File: src/rtl/alu_nbit_seq_if.sv
// Operand/opcode request and result/flag response bus for alu_nbit_seq.
// The master side drives operations and consumes results; the ALU is the slave.
interface alu_nbit_seq_if #(
    parameter int WIDTH = 8
);
    logic             in_valid;
    logic             in_ready;
    logic [WIDTH-1:0] A;
    logic [WIDTH-1:0] B;
    logic [3:0]       opcode;
    logic             out_valid;
    logic             out_ready;
    logic [WIDTH-1:0] result;
    logic [WIDTH-1:0] result_hi;
    logic             zero_flag;
    logic             overflow_flag;
    logic             neg_flag;
    logic             carry_flag;
    logic             parity_flag;
    logic             busy;

    modport master (
        output in_valid, A, B, opcode, out_ready,
        input  in_ready, out_valid, result, result_hi, zero_flag,
               overflow_flag, neg_flag, carry_flag, parity_flag, busy
    );

    modport slave (
        input  in_valid, A, B, opcode, out_ready,
        output in_ready, out_valid, result, result_hi, zero_flag,
               overflow_flag, neg_flag, carry_flag, parity_flag, busy
    );
endinterface

File: src/rtl/alu_nbit_seq.sv
// Handshaked WIDTH-bit ALU with registered results and flags held until consumed.
// Define ALU_MUL_EN to build the iterative WIDTH-cycle shift-add multiplier for opcode 1100.
module alu_nbit_seq #(
    parameter int WIDTH = 8
) (
    input logic           clk,
    input logic           rst,
    alu_nbit_seq_if.slave bus
);

    localparam int SHW = $clog2(WIDTH);
    localparam logic [WIDTH-1:0] ONE = WIDTH'(1);

    localparam logic [3:0] OP_ADD  = 4'b0000;
    localparam logic [3:0] OP_SUB  = 4'b0001;
    localparam logic [3:0] OP_AND  = 4'b0010;
    localparam logic [3:0] OP_OR   = 4'b0011;
    localparam logic [3:0] OP_XOR  = 4'b0100;
    localparam logic [3:0] OP_INCA = 4'b0101;
    localparam logic [3:0] OP_DECA = 4'b0110;
    localparam logic [3:0] OP_INCB = 4'b0111;
    localparam logic [3:0] OP_DECB = 4'b1000;
    localparam logic [3:0] OP_LSL  = 4'b1001;
    localparam logic [3:0] OP_LSR  = 4'b1010;
    localparam logic [3:0] OP_ASR  = 4'b1011;
`ifdef ALU_MUL_EN
    localparam logic [3:0] OP_MUL  = 4'b1100;
`endif

    typedef enum logic [1:0] {
        IDLE = 2'd0,
`ifdef ALU_MUL_EN
        MUL  = 2'd1,
`endif
        DONE = 2'd2
    } state_t;

    typedef struct packed {
        logic [WIDTH-1:0] res;
        logic             carry;
        logic             ovf;
    } op_res_t;

    function automatic op_res_t add_op(input logic [WIDTH-1:0] x, input logic [WIDTH-1:0] y);
        op_res_t    r;
        logic [WIDTH:0] s;
        s       = {1'b0, x} + {1'b0, y};
        r.res   = s[WIDTH-1:0];
        r.carry = s[WIDTH];
        r.ovf   = (x[WIDTH-1] == y[WIDTH-1]) && (s[WIDTH-1] != x[WIDTH-1]);
        return r;
    endfunction

    // Top bit of the widened difference is the unsigned borrow (x < y).
    function automatic op_res_t sub_op(input logic [WIDTH-1:0] x, input logic [WIDTH-1:0] y);
        op_res_t    r;
        logic [WIDTH:0] d;
        d       = {1'b0, x} - {1'b0, y};
        r.res   = d[WIDTH-1:0];
        r.carry = d[WIDTH];
        r.ovf   = (x[WIDTH-1] != y[WIDTH-1]) && (d[WIDTH-1] != x[WIDTH-1]);
        return r;
    endfunction

    function automatic op_res_t eval_op(input logic [WIDTH-1:0] x, input logic [WIDTH-1:0] y,
                                        input logic [3:0] op);
        op_res_t              r;
        logic [WIDTH:0]       w;
        logic signed [WIDTH:0] sw;
        logic [SHW-1:0]       sh;
        r  = '0;
        w  = '0;
        sw = '0;
        sh = y[SHW-1:0];
        case (op)
            OP_ADD:  r = add_op(x, y);
            OP_SUB:  r = sub_op(x, y);
            OP_AND:  r.res = x & y;
            OP_OR:   r.res = x | y;
            OP_XOR:  r.res = x ^ y;
            OP_INCA: r = add_op(x, ONE);
            OP_DECA: r = sub_op(x, ONE);
            OP_INCB: r = add_op(y, ONE);
            OP_DECB: r = sub_op(y, ONE);
            // Shifts run on a one-bit-wider word so the last bit out lands in the spare slot.
            OP_LSL: begin
                w       = {1'b0, x} << sh;
                r.res   = w[WIDTH-1:0];
                r.carry = w[WIDTH];
            end
            OP_LSR: begin
                w       = {x, 1'b0} >> sh;
                r.res   = w[WIDTH:1];
                r.carry = w[0];
            end
            OP_ASR: begin
                sw      = $signed({x, 1'b0}) >>> sh;
                r.res   = sw[WIDTH:1];
                r.carry = sw[0];
            end
            default: r = '0;
        endcase
        return r;
    endfunction

    state_t           state;
    state_t           state_nxt;
    state_t           accept_state;
    logic             ready;
    logic             accept;
    logic             is_mul;
    op_res_t          alu_p0;

    logic [WIDTH-1:0] result_p1;
    logic             zero_p1;
    logic             ovf_p1;
    logic             neg_p1;
    logic             carry_p1;
    logic             parity_p1;
    logic             vld_p1;

    assign alu_p0 = eval_op(bus.A, bus.B, bus.opcode);

`ifdef ALU_MUL_EN
    logic [WIDTH-1:0]   mcand_p1;
    logic [WIDTH-1:0]   result_hi_p1;
    logic [2*WIDTH-1:0] prod_p1;
    logic [2*WIDTH-1:0] prod_nxt;
    logic [SHW-1:0]     cnt_p1;
    logic [WIDTH-1:0]   addend;
    logic [WIDTH:0]     psum;
    logic               last_iter;

    assign is_mul    = (bus.opcode == OP_MUL);
    assign addend    = prod_p1[0] ? mcand_p1 : '0;
    assign psum      = {1'b0, prod_p1[2*WIDTH-1:WIDTH]} + {1'b0, addend};
    assign prod_nxt  = {psum, prod_p1[WIDTH-1:1]};
    assign last_iter = (cnt_p1 == SHW'(WIDTH - 1));

    // Multiplier stage: upper half accumulates, lower half holds remaining multiplier bits.
    always_ff @(posedge clk) begin
        if (accept && is_mul) begin
            mcand_p1 <= bus.A;
            prod_p1  <= {{WIDTH{1'b0}}, bus.B};
            cnt_p1   <= '0;
        end else if (state == MUL) begin
            prod_p1  <= prod_nxt;
            cnt_p1   <= cnt_p1 + 1'b1;
        end
    end
`else
    assign is_mul = 1'b0;
`endif

    always_comb begin
        state_nxt    = state;
        ready        = 1'b0;
`ifdef ALU_MUL_EN
        accept_state = is_mul ? MUL : DONE;
`else
        accept_state = DONE;
`endif
        case (state)
            IDLE: begin
                ready = 1'b1;
                if (bus.in_valid) state_nxt = accept_state;
            end
`ifdef ALU_MUL_EN
            MUL: begin
                if (last_iter) state_nxt = DONE;
            end
`endif
            DONE: begin
                ready = bus.out_ready;
                if (bus.out_ready) state_nxt = bus.in_valid ? accept_state : IDLE;
            end
            default: state_nxt = IDLE;
        endcase
    end

    assign accept = bus.in_valid && ready;

    // Output stage: results and flags change only on a completed operation.
    always_ff @(posedge clk) begin
        if (rst) begin
            state        <= IDLE;
            result_p1    <= '0;
            zero_p1      <= 1'b0;
            ovf_p1       <= 1'b0;
            neg_p1       <= 1'b0;
            carry_p1     <= 1'b0;
            parity_p1    <= 1'b0;
`ifdef ALU_MUL_EN
            result_hi_p1 <= '0;
`endif
        end else begin
            state <= state_nxt;
            if (accept && !is_mul) begin
                result_p1    <= alu_p0.res;
                zero_p1      <= (alu_p0.res == '0);
                ovf_p1       <= alu_p0.ovf;
                neg_p1       <= alu_p0.res[WIDTH-1];
                carry_p1     <= alu_p0.carry;
                parity_p1    <= ^alu_p0.res;
`ifdef ALU_MUL_EN
                result_hi_p1 <= '0;
`endif
            end
`ifdef ALU_MUL_EN
            if (state == MUL && last_iter) begin
                result_p1    <= prod_nxt[WIDTH-1:0];
                result_hi_p1 <= prod_nxt[2*WIDTH-1:WIDTH];
                zero_p1      <= (prod_nxt == '0);
                ovf_p1       <= |prod_nxt[2*WIDTH-1:WIDTH];
                neg_p1       <= prod_nxt[WIDTH-1];
                carry_p1     <= |prod_nxt[2*WIDTH-1:WIDTH];
                parity_p1    <= ^prod_nxt[WIDTH-1:0];
            end
`endif
        end
    end

    assign vld_p1            = (state == DONE);
    assign bus.in_ready      = ready;
    assign bus.out_valid     = vld_p1;
    assign bus.result        = result_p1;
    assign bus.zero_flag     = zero_p1;
    assign bus.overflow_flag = ovf_p1;
    assign bus.neg_flag      = neg_p1;
    assign bus.carry_flag    = carry_p1;
    assign bus.parity_flag   = parity_p1;
`ifdef ALU_MUL_EN
    assign bus.result_hi     = result_hi_p1;
    assign bus.busy          = (state == MUL);
`else
    assign bus.result_hi     = '0;
    assign bus.busy          = 1'b0;
`endif

endmodule

File: src/flat_wrapper.sv
// flat-port wrapper written by rule: the top's interface ports become plain ports
module alu_nbit_seq_flat 
#(
    parameter int WIDTH = 8
)
  (clk, rst, bus_in_valid, bus_A, bus_B, bus_opcode, bus_out_ready, bus_in_ready, bus_out_valid, bus_result, bus_result_hi, bus_zero_flag, bus_overflow_flag, bus_neg_flag, bus_carry_flag, bus_parity_flag, bus_busy);
  alu_nbit_seq_if #(.WIDTH(WIDTH)) bus_i ();
  input logic clk;
  input logic rst;
  input wire logic [$bits(bus_i.in_valid)-1:0] bus_in_valid;
  input wire logic [$bits(bus_i.A)-1:0] bus_A;
  input wire logic [$bits(bus_i.B)-1:0] bus_B;
  input wire logic [$bits(bus_i.opcode)-1:0] bus_opcode;
  input wire logic [$bits(bus_i.out_ready)-1:0] bus_out_ready;
  output wire logic [$bits(bus_i.in_ready)-1:0] bus_in_ready;
  output wire logic [$bits(bus_i.out_valid)-1:0] bus_out_valid;
  output wire logic [$bits(bus_i.result)-1:0] bus_result;
  output wire logic [$bits(bus_i.result_hi)-1:0] bus_result_hi;
  output wire logic [$bits(bus_i.zero_flag)-1:0] bus_zero_flag;
  output wire logic [$bits(bus_i.overflow_flag)-1:0] bus_overflow_flag;
  output wire logic [$bits(bus_i.neg_flag)-1:0] bus_neg_flag;
  output wire logic [$bits(bus_i.carry_flag)-1:0] bus_carry_flag;
  output wire logic [$bits(bus_i.parity_flag)-1:0] bus_parity_flag;
  output wire logic [$bits(bus_i.busy)-1:0] bus_busy;
  assign bus_i.in_valid = bus_in_valid;
  assign bus_i.A = bus_A;
  assign bus_i.B = bus_B;
  assign bus_i.opcode = bus_opcode;
  assign bus_i.out_ready = bus_out_ready;
  assign bus_in_ready = bus_i.in_ready;
  assign bus_out_valid = bus_i.out_valid;
  assign bus_result = bus_i.result;
  assign bus_result_hi = bus_i.result_hi;
  assign bus_zero_flag = bus_i.zero_flag;
  assign bus_overflow_flag = bus_i.overflow_flag;
  assign bus_neg_flag = bus_i.neg_flag;
  assign bus_carry_flag = bus_i.carry_flag;
  assign bus_parity_flag = bus_i.parity_flag;
  assign bus_busy = bus_i.busy;
  alu_nbit_seq #(.WIDTH(WIDTH)) u_core (.clk(clk), .rst(rst), .bus(bus_i));
endmodule
File: config.mk
export PLATFORM = sky130hd
export DESIGN_NAME = alu_nbit_seq_flat
export DESIGN_NICKNAME = d
export VERILOG_FILES = /design/src/rtl/alu_nbit_seq_if.sv /design/src/rtl/alu_nbit_seq.sv /design/src/flat_wrapper.sv
export SDC_FILE = /design/constraint.sdc
export NUM_CORES = 1
export LEC_CHECK = 0
export ABC_AREA = 1
export ABC_CLOCK_PERIOD_IN_PS = 4000
export CORE_MARGIN = 5
export CORE_UTILIZATION = 50
export CTS_CLUSTER_DIAMETER = 200
export DETAILED_ROUTE_END_ITERATION = 16
export PLACE_DENSITY = 0.74
export SYNTH_ARGS = -nofsm -noshare
export SYNTH_HDL_FRONTEND = slang
export SYNTH_SLANG_ARGS = --single-unit
File: constraint.sdc
create_clock -name clk -period 4 [get_ports clk]
set_clock_uncertainty 0.1 [all_clocks]
set_input_delay 0.8 -clock clk [delete_from_list [all_inputs] [get_ports clk]]
set_output_delay 0.8 -clock clk [all_outputs]
set_load 0.02 [all_outputs]
### Word-level counts from Yosys, hierarchy flattened

Cells that the tools add are included.

* word-level logic and storage cells: 63
* output and inout bits: 24
* bits of input ports: 24
* register bits: 15

* equal/unequal tests: 22
* shift operators: 3
* muxes and demuxes: 8
* reductions and logical operators: 12
* bitwise logic cells: 5
* $add $sub $neg: 6

Operators with widths (number)
* 8-bit case mux with 12 select lines: 1
* 8-bit by 1-bit adder with 9-bit output (second input constant): 2
* 8-bit by 1-bit subtractor with 9-bit output (second input constant): 2
* 4-bit by 3-bit == test with 1-bit output (second input constant): 4
* 4-bit == test (second input constant): 4
* 8-bit by 8-bit adder with 9-bit output: 1
* 1-bit case mux with 9 select lines: 1
* 8-bit by 3-bit left shift with 9-bit output: 1
* 9-bit by 3-bit >> shifter with 9-bit output: 1
* 9-bit by 3-bit >>> shifter with 9-bit output: 1
* 8-bit by 8-bit subtractor with 9-bit output: 1
* 8-bit AND: 1
* 4-bit by 2-bit == test with 1-bit output (second input constant): 2
* 8-bit zero test: 1
* 8-bit OR: 1
* 8-bit XOR reduction: 1
* 8-bit bitwise XOR: 1
* 1-bit logical AND: 7
* 1-bit != test: 7
* 2-bit two-way mux: 3
* 1-bit case mux with 6 select lines: 1
* 4-bit by 1-bit == test with 1-bit output (second input constant): 1
* 4-bit zero test: 1
* 2-bit != test (second input constant): 2
* other kinds (7): 8

### Longest topological paths before layout

* depth after elaboration: 4
* gate-level depth with buffers: 20
* depth with buffers taken out: 17

### Worst setup path after synthesis

OpenSTA, ideal clock, no wires.

* path type: in2reg
* start point: input bus_B[2]
* end point: register u_core.parity_p1, in the netlist u_core.bus.parity_flag
* stages on the path: 17
* arrival time: 3.280 ns
* required time: 3.785 ns
* path buffers: 3
* slack: 0.504 ns
* library setup time: 0.115 ns
* path through: buf_4 clkinv_1 buf_2 ha_1 buf_4 inv_1 or2_2 nand3_1 nand2_1 nor3_1 nand3_1 nor3b_1 ha_1 xnor2_1 xnor2_1 o21ai_0 inv_1

* longest elaborated chain between the ends: 3
* elaborated cells on any way between the ends: 12
* classes of those cells: add/sub: 4; shift: 3; mux: 1; bitwise: 3; reduce/logical: 1

RTL lines
* start, declared: line flat_wrapper.sv:12 `input wire logic [$bits(bus_i.B)-1:0] bus_B;`
* 8-bit by 1-bit subtractor with 9-bit output (tied with other cells): line alu_nbit_seq.sv:58 `d = {1'b0, x} - {1'b0, y};`
* 8-bit case mux with 12 select lines *: line alu_nbit_seq.sv:75 `case (op)`
* 8-bit XOR reduction *: line alu_nbit_seq.sv:204 `parity_p1 <= ^alu_p0.res;`
* end signal, assigned: line alu_nbit_seq.sv:204
* end, declared: line alu_nbit_seq.sv:119 `logic parity_p1;`

Every way passes the cells marked *; elsewhere a longest branch is shown, timed or not.
A chain may end at the register's enable or synchronous reset.

### Worst setup path after layout

* start point: input bus_A[0]
* end point: register u_core.parity_p1, in the netlist u_core.bus.parity_flag

* longest elaborated chain between the ends: 3
* elaborated cells on any way between the ends: 12
* classes of those cells: add/sub: 4; shift: 3; mux: 1; bitwise: 3; reduce/logical: 1

RTL lines
* start, declared: line flat_wrapper.sv:11 `input wire logic [$bits(bus_i.A)-1:0] bus_A;`
* 8-bit by 1-bit subtractor with 9-bit output (tied with other cells): line alu_nbit_seq.sv:58
* 8-bit case mux with 12 select lines *: line alu_nbit_seq.sv:75
* 8-bit XOR reduction *: line alu_nbit_seq.sv:204

Marks and branches as above.

==> results by group <==
Status
  – Run status: completed

Worst setup path
  – Critical path startpoint category: input pin
  – Launching point of the worst reg2reg path: u_core.state[1]
  – Terminus of the critical flop-to-flop path: u_core.bus.result[1]
  – Critical Setup Path Class: in -> reg
  – Endpoint required time on the critical path: 4030 ps
  – Element type at the critical path end: register
  – Flop-to-flop setup slack: 2450 ps
  – Worst-case reg-to-reg path depth: 6
  – Maximum fanout count along the critical path: 5
  – Data arrival time of the critical path: 3780 ps

Job
  – Max-capacitance violation count: 0

STA
  – Setup repair after global routing missed its margin: false
  – Final worst path period share: 93.8%
  – Transition time of the tightest slew-check pin: 598 ps
  – Worst slew margin relative to its limit: 60.1%
  – Shortest period the worst path allows: 3750 ps
  – Maximum clock frequency: 266 MHz
  – Final count of hold timing violations: 0
  – Final Slew Violations: 0
  – Final number of setup-violating endpoints: 0
  – TNS Setup: 0 ps
  – Setup ws final: 246 ps

Synthesis
  – Proportion of synthesized chip area in sequential cells: 7.62%
  – Yosys cell types: 33
  – Top cells by area, synth: sky130_fd_sc_hd__nand2_1 (21%), sky130_fd_sc_hd__ha_1 (14%), sky130_fd_sc_hd__nand3_1 (13%), sky130_fd_sc_hd__nor2_1 (11%), sky130_fd_sc_hd__inv_1 (7.7%)
  – Share of the synthesized area in the top cell type: 20.8%
  – Mean cell area of the mapped netlist: 5.29 um2
  – Dominant synthesized flop cell: sky130_fd_sc_hd__dfxtp_1
  – Post-synth EDFFs: 0
  – Yosys warnings: 0
  – Asr flop ratio synth: 0%
  – Gate Count Post-Synth: 645
  – Yosys top cell by area: sky130_fd_sc_hd__nand2_1
  – Synthesized cell area: 3410 um2
  – Total of flip-flops plus latches after synthesis: 13

GRT
  – Via count of the first global-routing pass: 4,213
  – Global-route total usage across every layer: 30.7%
  – Overall overflow remaining after global route: 0
  – Maximum number of pins on one net before global-route repair: 22
  – Wire length of the first global-routing pass: 21,000 um
  – Number of antenna violations at the first check in global routing: 0

Finish
  – Number of nets in the layout: 764
  – Area growth, synth to finish: 18.3%
  – Antenna fix cells: 0
  – Area of the multi-input gates: 2740 um2
  – Layout cell share with drive strength beyond 1: 5.87%
  – Filler instances: 693
  – Sequential cell area: 260 um2

Power and ir drop
  – Leak Pwr: 2.12 nW
  – Internal Dissipation: 0.385 mW
  – Combinational Power Share: 63.4%
  – Pwr/cell area: 178 nW/um2
  – Switching power summed over all nets: 0.336 mW
  – Worst IR drop on VDD: 0.111 mV
  – Share of total power in the clock network: 16.0%
  – Proportion of total power due to net switching: 46.6%
  – Sequential Power Share: 20.6%

Drt
  – Wire per inst: 16.9 um
  – Total wirelength of the detailed-routed design: 13,200 um
  – DRT Pass-1 Iters: 5
  – Vias: 4,530
  – Post-route ant nets: 0
  – First-iteration detailed-routing DRC count: 418
  – Vias per cell: 5.82
  – Number of remaining DRC errors: 0

Die
  – Initial core utilization: 50.8%
  – Standard cell core area: 6720 um2
  – Height of the die: 92.6 um
  – Count of standard-cell rows: 30
  – Ports: 48
  – Die X-Extent: 92.6 um
  – Die area: 8580 um2

Place
  – Detailed Place HPWL: 11,000 um
  – Worst slack at placement: 9.67 ps
  – Placer congestion estimate: 1.05
  – Number of port buffers: 38

Worst hold path
  – Worst hold path cell count: 2
  – Hold Path Sink: u_core.bus.overflow_flag
  – Class of the worst hold path: reg -> reg
  – Critical hold path startpoint: u_core.bus.overflow_flag

Clock network
  – Post-CTS setup buffer count: 0
  – Clock sinks: 13
  – Post-CTS Hold Fix Bufs: 0
  – Clock slew at the register clock pins of the worst setup and hold paths: 50 ps
  – Clk root buf: sky130_fd_sc_hd__clkbuf_8
  – CTS tree: built
  – Number of buffers created by CTS: 3
  – Latest clock arrival within the worst-skew pair: 240 ps
  – Clk buf depth: 2
  – H-tree level count: 1
  – Cells resized by post-CTS repair: 0
[sequential cells by signal, indices dropped and copies added (netlist names)]
signal                    flops
u_core.bus.zero_flag          1
u_core.bus.result             7
u_core.bus.carry_flag         1
u_core.bus.overflow_flag      1
u_core.bus.parity_flag        1
u_core.bus.neg_flag           1
u_core.state                  1
[power by group through the flow]
stage	Sequential [mW]	Clock [mW]	Combinational, mW
CTS	0.149	0.115	0.448
global placement	0.150	0	0.440
detailed placement	0.152	0	0.446
finish	0.149	0.116	0.457
global route	0.150	0.121	0.505
floorplan	0.165	0	0.279
[cells in the mapped netlist (2+ instances only)]
cell type,n
sky130_fd_sc_hd__and2_1,2
sky130_fd_sc_hd__nand3b_1,2
sky130_fd_sc_hd__nor2_2,2
sky130_fd_sc_hd__nand2_1,189
sky130_fd_sc_hd__fa_1,2
sky130_fd_sc_hd__nor2_1,97
sky130_fd_sc_hd__xor2_1,2
sky130_fd_sc_hd__nand4_1,19
sky130_fd_sc_hd__ha_1,38
sky130_fd_sc_hd__nand3_1,89
sky130_fd_sc_hd__nor3b_1,4
sky130_fd_sc_hd__nor4_1,2
sky130_fd_sc_hd__buf_2,10
sky130_fd_sc_hd__and3_1,2
sky130_fd_sc_hd__clkinv_1,2
sky130_fd_sc_hd__inv_2,2
sky130_fd_sc_hd__buf_4,14
sky130_fd_sc_hd__clkbuf_1,4
sky130_fd_sc_hd__nor3_1,8
sky130_fd_sc_hd__o22ai_1,2
sky130_fd_sc_hd__o21ai_0,30
sky130_fd_sc_hd__inv_1,70
sky130_fd_sc_hd__xnor2_1,2
sky130_fd_sc_hd__o211ai_1,7
sky130_fd_sc_hd__a21oi_1,24
sky130_fd_sc_hd__dfxtp_1,13
[worst max-delay path by stage]
stage                        start                     end  slack [ps]
final                     bus_A[0]  u_core.bus.parity_flag         250
after global placement    bus_B[0]  u_core.bus.parity_flag         130
after global routing      bus_A[0]  u_core.bus.parity_flag          40
after detailed placement  bus_A[0]  u_core.bus.parity_flag          10
after CTS                 bus_A[0]  u_core.bus.parity_flag         250
after floorplan           bus_B[2]  u_core.bus.parity_flag         500
[placed cells by master, fill, tap and decap left out]
master / synthesis / layout
sky130_fd_sc_hd__nand2_1: 189 / 189
sky130_fd_sc_hd__nor2_1: 97 / 97
sky130_fd_sc_hd__nand3_1: 89 / 89
sky130_fd_sc_hd__inv_1: 70 / 70
sky130_fd_sc_hd__ha_1: 38 / 38
sky130_fd_sc_hd__clkdlybuf4s50_1: 0 / 38
sky130_fd_sc_hd__buf_4: 14 / 32
sky130_fd_sc_hd__o21ai_0: 30 / 30
sky130_fd_sc_hd__a21oi_1: 24 / 24
sky130_fd_sc_hd__nand4_1: 19 / 19
sky130_fd_sc_hd__dfxtp_1: 13 / 13
sky130_fd_sc_hd__conb_1: 1 / 9
sky130_fd_sc_hd__nor3_1: 8 / 8
sky130_fd_sc_hd__o211ai_1: 7 / 7
sky130_fd_sc_hd__nor3b_1: 4 / 4
sky130_fd_sc_hd__clkbuf_8: 0 / 3
sky130_fd_sc_hd__inv_2: 2 / 2
sky130_fd_sc_hd__clkinv_1: 2 / 2
sky130_fd_sc_hd__nor2_2: 2 / 2
sky130_fd_sc_hd__and2_1: 2 / 2
sky130_fd_sc_hd__o22ai_1: 2 / 2
sky130_fd_sc_hd__nand3b_1: 2 / 2
sky130_fd_sc_hd__and3_1: 2 / 2
sky130_fd_sc_hd__nor4_1: 2 / 2
sky130_fd_sc_hd__xor2_1: 2 / 2
sky130_fd_sc_hd__xnor2_1: 2 / 2
sky130_fd_sc_hd__fa_1: 2 / 2
sky130_fd_sc_hd__nand2_2: 1 / 1
sky130_fd_sc_hd__o221ai_1: 1 / 1
sky130_fd_sc_hd__or2_2: 1 / 1
sky130_fd_sc_hd__o21a_1: 1 / 1
sky130_fd_sc_hd__o21bai_1: 1 / 1
sky130_fd_sc_hd__a211oi_1: 1 / 1
sky130_fd_sc_hd__clkbuf_1: 4 / 1
[routing by layer]
layer	global-route usage, %	routed length, um	vias to the layer above
met1	39.7	5410	2042
met5	0	0	-
met3	4.55	1270	40
li1	-	-	2193
met2	50.4	5880	255
met4	13.8	616	0
[worst max-delay path, cell delays in order]
cell and delay, ps:
sky130_fd_sc_hd__clkdlybuf4s50_1 530, sky130_fd_sc_hd__inv_1 130, sky130_fd_sc_hd__ha_1 140, sky130_fd_sc_hd__inv_1 60
sky130_fd_sc_hd__fa_1 390, sky130_fd_sc_hd__or2_2 300, sky130_fd_sc_hd__nand3_1 90, sky130_fd_sc_hd__nand2_1 60
sky130_fd_sc_hd__nor3_1 140, sky130_fd_sc_hd__nand3_1 150, sky130_fd_sc_hd__nor3b_1 240, sky130_fd_sc_hd__ha_1 270
sky130_fd_sc_hd__xnor2_1 180, sky130_fd_sc_hd__xnor2_1 90, sky130_fd_sc_hd__o21ai_0 140, sky130_fd_sc_hd__inv_1 60
[through the flow]
stage / power, mW / std cells / cell area [um2] / utilization [%] / hold WS (ps)
after floorplan: 0.444 / 653 / 3440 / - / 442
after global placement: 0.590 / 775 / 4000 / 59.5 / 353
after detailed placement: 0.598 / 775 / 4000 / 59.5 / 373
after CTS: 0.712 / 779 / 4040 / 60.1 / 380
after global routing: 0.777 / 779 / 4040 / 60.1 / 399
final: 0.721 / 779 / 4040 / 60.1 / 382
[logic make-up after synthesis]
kind of cell,share of synthesized area [%]
xor+xnor,1.03
flops,7.62
compound gates,10.7
buf+inv,13.1
other cells,0.110
fa+ha+maj,15.1
simple gates,52.3
[cell type report]
cell class	instances	share of cell area, %
Sequential cell	13	6.44
Inverter	74	6.88
Multi-Input combinational cell	538	67.7
Timing Repair Buffer	70	15.4
Tap cell	80	2.48
Clock buffer	4	1.11
Note: power is estimated with default switching activity, not from simulation.
